**config.mk**
```make
export PLATFORM = sky130hd
export DESIGN_NAME = usr_shift_reg
export DESIGN_NICKNAME = d
export VERILOG_FILES = /design/src/rtl/usr_shift_reg.sv
export SDC_FILE = /design/constraint.sdc
export NUM_CORES = 1
export LEC_CHECK = 0
export ABC_AREA = 1
export BUFFER_PORTS_ARGS = -buffer_cell sky130_fd_sc_hd__buf_2
export CORE_MARGIN = 4
export CORE_UTILIZATION = 30
export CTS_CLUSTER_DIAMETER = 120
export DETAILED_ROUTE_END_ITERATION = 12
export GPL_ROUTABILITY_DRIVEN = 0
export HOLD_SLACK_MARGIN = 0.08
export PLACE_DENSITY = 0.56
export REMOVE_ABC_BUFFERS = 1
export SETUP_SLACK_MARGIN = 0.5
export SYNTH_ARGS = -nofsm -noshare
export SYNTH_HDL_FRONTEND = slang
export SYNTH_SLANG_ARGS = --single-unit
```
**constraint.sdc**
```tcl
create_clock -name clk -period 1.8 [get_ports clk]
set_clock_uncertainty 0.1 [all_clocks]
set_input_delay 0 -clock clk [delete_from_list [all_inputs] [get_ports clk]]
set_output_delay 0 -clock clk [all_outputs]
set_load 0.02 [all_outputs]
```
**src/rtl/usr_shift_reg.sv**
```systemverilog
// Parametrised universal shift register: hold, shift/rotate left/right and parallel load.
// It also provides synchronous preset/clear and a one-cycle frame_done pulse after WIDTH shift operations.
module usr_shift_reg #(
  parameter int              WIDTH     = 4,
  parameter logic [WIDTH-1:0] RESET_VAL = {WIDTH{1'b0}},
  parameter int              CNT_W     = $clog2(WIDTH + 1)
) (
  input  logic             clk,
  input  logic             rst,
  input  logic             en,
  input  logic [2:0]       mode,
  input  logic             preset,
  input  logic             clr,
  input  logic             sin_l,
  input  logic             sin_r,
  input  logic [WIDTH-1:0] pin,
  output logic [WIDTH-1:0] pout,
  output logic             sout_r,
  output logic             sout_l,
  output logic             frame_done
);

  localparam logic [2:0] MODE_SHR  = 3'b001;
  localparam logic [2:0] MODE_SHL  = 3'b010;
  localparam logic [2:0] MODE_ROR  = 3'b011;
  localparam logic [2:0] MODE_ROL  = 3'b100;
  localparam logic [2:0] MODE_LOAD = 3'b101;

  localparam logic [CNT_W-1:0] CNT_ZERO = {CNT_W{1'b0}};
  localparam logic [CNT_W-1:0] CNT_ONE  = CNT_W'(1);
  localparam logic [CNT_W-1:0] CNT_LAST = CNT_W'(WIDTH - 1);

  logic [WIDTH-1:0] pout_r;
  logic [WIDTH-1:0] pout_nxt_s;
  logic [CNT_W-1:0] cnt_r;
  logic [CNT_W-1:0] cnt_nxt_s;
  logic             frame_done_r;
  logic             frame_done_nxt_s;
  logic             shifting_s;

  // Next-state selection with preset > clr > enabled mode > hold priority.
  always_comb begin
    pout_nxt_s       = pout_r;
    cnt_nxt_s        = cnt_r;
    frame_done_nxt_s = 1'b0;
    shifting_s       = 1'b0;
    if (preset) begin
      pout_nxt_s = {WIDTH{1'b1}};
      cnt_nxt_s  = CNT_ZERO;
    end else if (clr) begin
      pout_nxt_s = {WIDTH{1'b0}};
      cnt_nxt_s  = CNT_ZERO;
    end else if (en) begin
      case (mode)
        MODE_SHR: begin
          pout_nxt_s = {sin_l, pout_r[WIDTH-1:1]};
          shifting_s = 1'b1;
        end
        MODE_SHL: begin
          pout_nxt_s = {pout_r[WIDTH-2:0], sin_r};
          shifting_s = 1'b1;
        end
        MODE_ROR: begin
          pout_nxt_s = {pout_r[0], pout_r[WIDTH-1:1]};
          shifting_s = 1'b1;
        end
        MODE_ROL: begin
          pout_nxt_s = {pout_r[WIDTH-2:0], pout_r[WIDTH-1]};
          shifting_s = 1'b1;
        end
        MODE_LOAD: begin
          pout_nxt_s = pin;
          cnt_nxt_s  = CNT_ZERO;
        end
        default: begin
          pout_nxt_s = pout_r;
        end
      endcase
      // The frame counter ignores direction; it wraps on the edge that completes a frame.
      if (shifting_s) begin
        if (cnt_r == CNT_LAST) begin
          cnt_nxt_s        = CNT_ZERO;
          frame_done_nxt_s = 1'b1;
        end else begin
          cnt_nxt_s = cnt_r + CNT_ONE;
        end
      end else begin
        frame_done_nxt_s = 1'b0;
      end
    end else begin
      pout_nxt_s = pout_r;
    end
  end

  // State registers with asynchronous active-low reset.
  always_ff @(posedge clk or negedge rst) begin
    if (!rst) begin
      pout_r       <= RESET_VAL;
      cnt_r        <= CNT_ZERO;
      frame_done_r <= 1'b0;
    end else begin
      pout_r       <= pout_nxt_s;
      cnt_r        <= cnt_nxt_s;
      frame_done_r <= frame_done_nxt_s;
    end
  end

  assign pout       = pout_r;
  assign frame_done = frame_done_r;
  assign sout_r     = pout_r[0];
  assign sout_l     = pout_r[WIDTH-1];

endmodule

```
; ---- Word-level counts from Yosys, hierarchy flattened
; Index checks and enable logic that the tools add are counted.
[op_classes]
add_sub_neg = 1
n_eq_ne = 6
n_mux = 19
reduce_logical = 6
[ops]
columns = operator, count
row1 = 4-bit case mux with 5 select lines, 1
row2 = 3-bit two-way mux, 6
row3 = 4-bit two-way mux, 3
row4 = "3-bit by 2-bit == test with 1-bit output, second input constant", 3
row5 = 1-bit two-way mux, 9
row6 = 7-bit nonzero test, 1
row7 = "3-bit == test, second input constant", 2
row8 = 2-bit AND reduction, 2
row9 = 4-bit nonzero test, 1
row10 = 4-bit OR reduction, 1
row11 = "3-bit by 1-bit adder with 3-bit output, second input constant", 1
row12 = "3-bit by 1-bit == test with 1-bit output, second input constant", 1
row13 = 3-bit nonzero test, 1
[totals]
regBits = 8
in_bits = 14

; ---- Logic depth before layout (Yosys ltp)
[depth]
depth_word = 10
ltp_mapped = 8
ltp_nobuf = 7

; ---- Worst setup path before layout
; Ideal clock, no wire load.
[synth_path]
path_type = flip-flop to flip-flop
startpoint = register pout_r[3] (netlist: pout[3])
endpoint = register pout_r[0] (netlist: pout[0])
t_arrival_ns = 0.860
required_time_ns = 1.574
setup_slack_ns = 0.714
stages_incl_launch_ff = 7
n_path_buf = 0
cell_sequence = dfrtp_1 -> nand3_1 -> nand2_1 -> nor2_1 -> nand2_1 -> nand2_1 -> nand3_1
[synth_between]
elab_chain_len = 4
[synth_rtl]
columns = element, line_no
row1 = "start, declared", 33  ; logic [WIDTH-1:0] pout_r;
row2 = "start signal, assigned", 102  ; pout_r <= pout_nxt_s;
row3 = 4-bit case mux with 5 select lines, 54  ; case (mode)
row4 = 4-bit two-way mux, 53  ; end else if (en) begin
row5 = 4-bit two-way mux, 50  ; end else if (clr) begin
row6 = 4-bit two-way mux, 47  ; if (preset) begin
; No other way between the ends. The select of a mux whose other input is x is not followed.
; A chain may end at the register's enable or synchronous reset.

; ---- Worst setup path after layout
[layout_path]
startpoint = register cnt_r[0]
endpoint = register cnt_r[0]
[layout_between]
elab_chain_len = 6
word_cells_on_any_way = 7
classes_between = add/sub: 1 / eq/ne: 1 / mux: 5
[layout_rtl]
columns = element, line_no
row1 = "start, declared", 35  ; logic [CNT_W-1:0] cnt_r;
row2 = "start signal, assigned", 103  ; cnt_r <= cnt_nxt_s;
row3 = 3-bit by 1-bit adder with 3-bit output / 3-bit by 2-bit == test with 1-bit output (equally long branches), "85, 81"
row4 = 3-bit two-way mux *, 81  ; if (cnt_r == CNT_LAST) begin
row5 = 3-bit two-way mux *, 80  ; if (shifting_s) begin
row6 = 3-bit two-way mux *, 53
row7 = 3-bit two-way mux *, 50
row8 = 3-bit two-way mux *, 47
; Every way passes the cells marked *; elsewhere a longest branch is shown, timed or not. The select of a mux whose other input is x is not followed.

==> summary.txt <==
initial antenna violation count -> 0
clk slew on worst S/H paths -> 50 ps
Synth Area in XOR/XNOR -> 0%
Yosys reg bits -> 8
# setup viols final -> 0
peak supply drop -> 0.467 mV
Period minus WS final -> 1170 ps
Starting Density -> 31.8%
CTS tree -> built
final hold vios -> 0
first-pass GRT wire length -> 3230 um
post-synthesis sequential area ratio -> 28.5%
setup tns final -> 0 ps
Slew HR -> 75.3%
core box area -> 2210 um2
drt first pass iters -> 4
Die Area -> 3180 um2
maxcap violations -> 0
Clock Tree Buf Depth -> 2
crit path launch type -> flop
outcome -> finished, final reports clean
Final Cycle Share -> 64.7%
Simple-Gate Fraction of Synth Area -> 54.4%
Routed WL -> 1800 um
Avg Cell Area, Syn -> 7.64 um2
GR Overflow Total -> 0
leakage power -> 0.441 nW
H-tree level count -> 1
Routed Antenna Nets -> 0
vias in the first global route -> 737
RSZ-0062 raised after global routing -> false
power per cell area -> 564 nW/um2
clock latency on the worst-skew pair -> 260 ps
HPWL after DPL -> 1360 um
CP required -> 1900 ps
Final nets -> 133
CTS root buffer -> clkbuf_4
Critical Path Fanout Max -> 3
All-Layer GR Usage -> 12.7%
initial DRC count -> 32
Setup crit end kind -> flop
post-synthesis mux area share -> 0%
largest net degree at the start of global routing -> 13
Compound-Gate Fraction of Synth Area -> 4.27%
CTS buffer count -> 3
Hold WS -> 90.1 ps
Hold Crit Class -> in -> reg
Slew @ Worst Pin -> 369 ps
highest-count cells in the layout ignoring fill and taps -> nand2_1, buf_2, nand3_1
layout cell share with drive strength beyond 1 -> 31.0%
Critical Path AT -> 1270 ps
clock tree sinks -> 8
antenna diode count -> 0
Ports -> 21
Setup Crit Path Kind -> reg -> reg
DR vias/cell -> 5.20
Mapped Cells -> 92
cell area after synthesis -> 703 um2
row cnt -> 17
height of the die -> 56.4 um
Synth warnings -> 0
Max Slew Vio Count -> 0
area added between synthesis and finish -> 25.8%
Routed wire per std cell -> 12.5 um
DR vias -> 749
Synth Area in Adders -> 1.78%
Cell variety after synth -> 23
DR DRC count -> 0
IO Port Bufs -> 20
DIE WIDTH -> 56.4 um
largest family of logic cells by synthesized area -> simple AND/OR/NAND/NOR gates
FMAX -> 858 MHz
-- cells by family after synthesis --
| family | count (synthesis) |
|---|---|
| buffers and inverters | 11 |
| AOI/OAI and AO/OA | 3 |
| and+or+nand+nor | 69 |
| DFF | 8 |
| adders and majority gates | 1 |
-- final cells by class --
class / instances / area, um2
inverter: 6 / 36.3
fill: 237 / 1330
multi-input combinational: 73 / 430
clock buffer: 3 / 22.5
tap: 28 / 35.0
sequential: 8 / 200
timing repair buffer: 26 / 160
-- cells in the mapped netlist --
cell      instances  share of area (%)
inv_2             1               0.53
bufinv_8          1                2.5
inv_1             4                2.1
nor2_4            2                3.2
nor3_1            1               0.71
nand4_1          16                 14
buf_4             3                3.2
nand3_2           1                1.4
nand2_1          20                 11
nor2_2            1               0.89
nand3_1          17                 12
o21ai_4           1                2.3
o21ai_1           1               0.71
buf_6             1                1.6
dfrtp_1           8                 28
ha_1              1                1.8
nand3b_1          1                1.1
nand2_4           2                3.2
a21oi_2           1                1.2
nand2_2           2                1.8
clkbuf_4          1                1.1
nand3_4           1                2.5
nor2_1            5                2.7
-- per-stage QoR --
step	utilization, %	cells	setup slack [ps]	instance area [um2]	total power, mW
5_1_grt	40.0	144	517	885	0.537
2_1_floorplan	-	87	617	662	0.288
4_1_cts	39.8	144	532	880	0.505
6_report	40.0	144	635	885	0.499
3_5_place_dp	36.0	135	607	797	0.352
3_3_place_gp	36.0	135	641	797	0.350
-- final timing paths --
check | from | endpoint | slack (ps) | cells after the start
max reg2reg | cnt_r[0]$_DFFE_PN0P_ | cnt_r[0]$_DFFE_PN0P_ | 630 | 6
min reg2reg | cnt_r[2]$_DFFE_PN0P_ | cnt_r[2]$_DFFE_PN0P_ | 400 | 2
max | cnt_r[0]$_DFFE_PN0P_ | cnt_r[0]$_DFFE_PN0P_ | 630 | 6
max in group asynchronous | rst | pout[2]$_DFFE_PN0P_ | 730 | 3
min | sin_r | pout[0]$_DFFE_PN0P_ | 90 | 7
min in group asynchronous | rst | cnt_r[2]$_DFFE_PN0P_ | 610 | 3
-- state kept, by name, indices dropped and copies added, names as in the netlist --
register / flops
cnt_r: 3
frame_done: 1
pout: 4
-- critical path, cell delays in order, from the launching register on --
cell and delay (ps):
dfrtp_1 390, ha_1 220, nand2_1 90, nand3_1 100, nor2_1 100, nand2_1 60
nand2_1 50
-- per-layer routing --
metal / part of all wire [%] / track usage, % / up-vias
met2: 44 / 19.7 / 35
met5: 0 / 0 / -
met3: 9.0 / 2.53 / 3
met4: 1.6 / 6.10 / 0
met1: 45 / 16.6 / 336
li1: - / - / 375
-- power breakdown --
part / total, mW / internal [mW] / leakage [nW] / switching, mW
Clock: 0.140 / 0.0765 / 0.0138 / 0.0638
Sequential: 0.204 / 0.189 / 0.100 / 0.0156
Combinational: 0.155 / 0.0603 / 0.327 / 0.0942
-- timing repair --
item                                    in CTS  in global routing
buffers inserted                             0                  0
hold buffers                                 6                  0
gates resized for setup                      0                  1
endpoints found under the hold margin       16                  0
endpoints found under the setup margin       0                  2
Note: power is estimated with default switching activity, not from simulation.
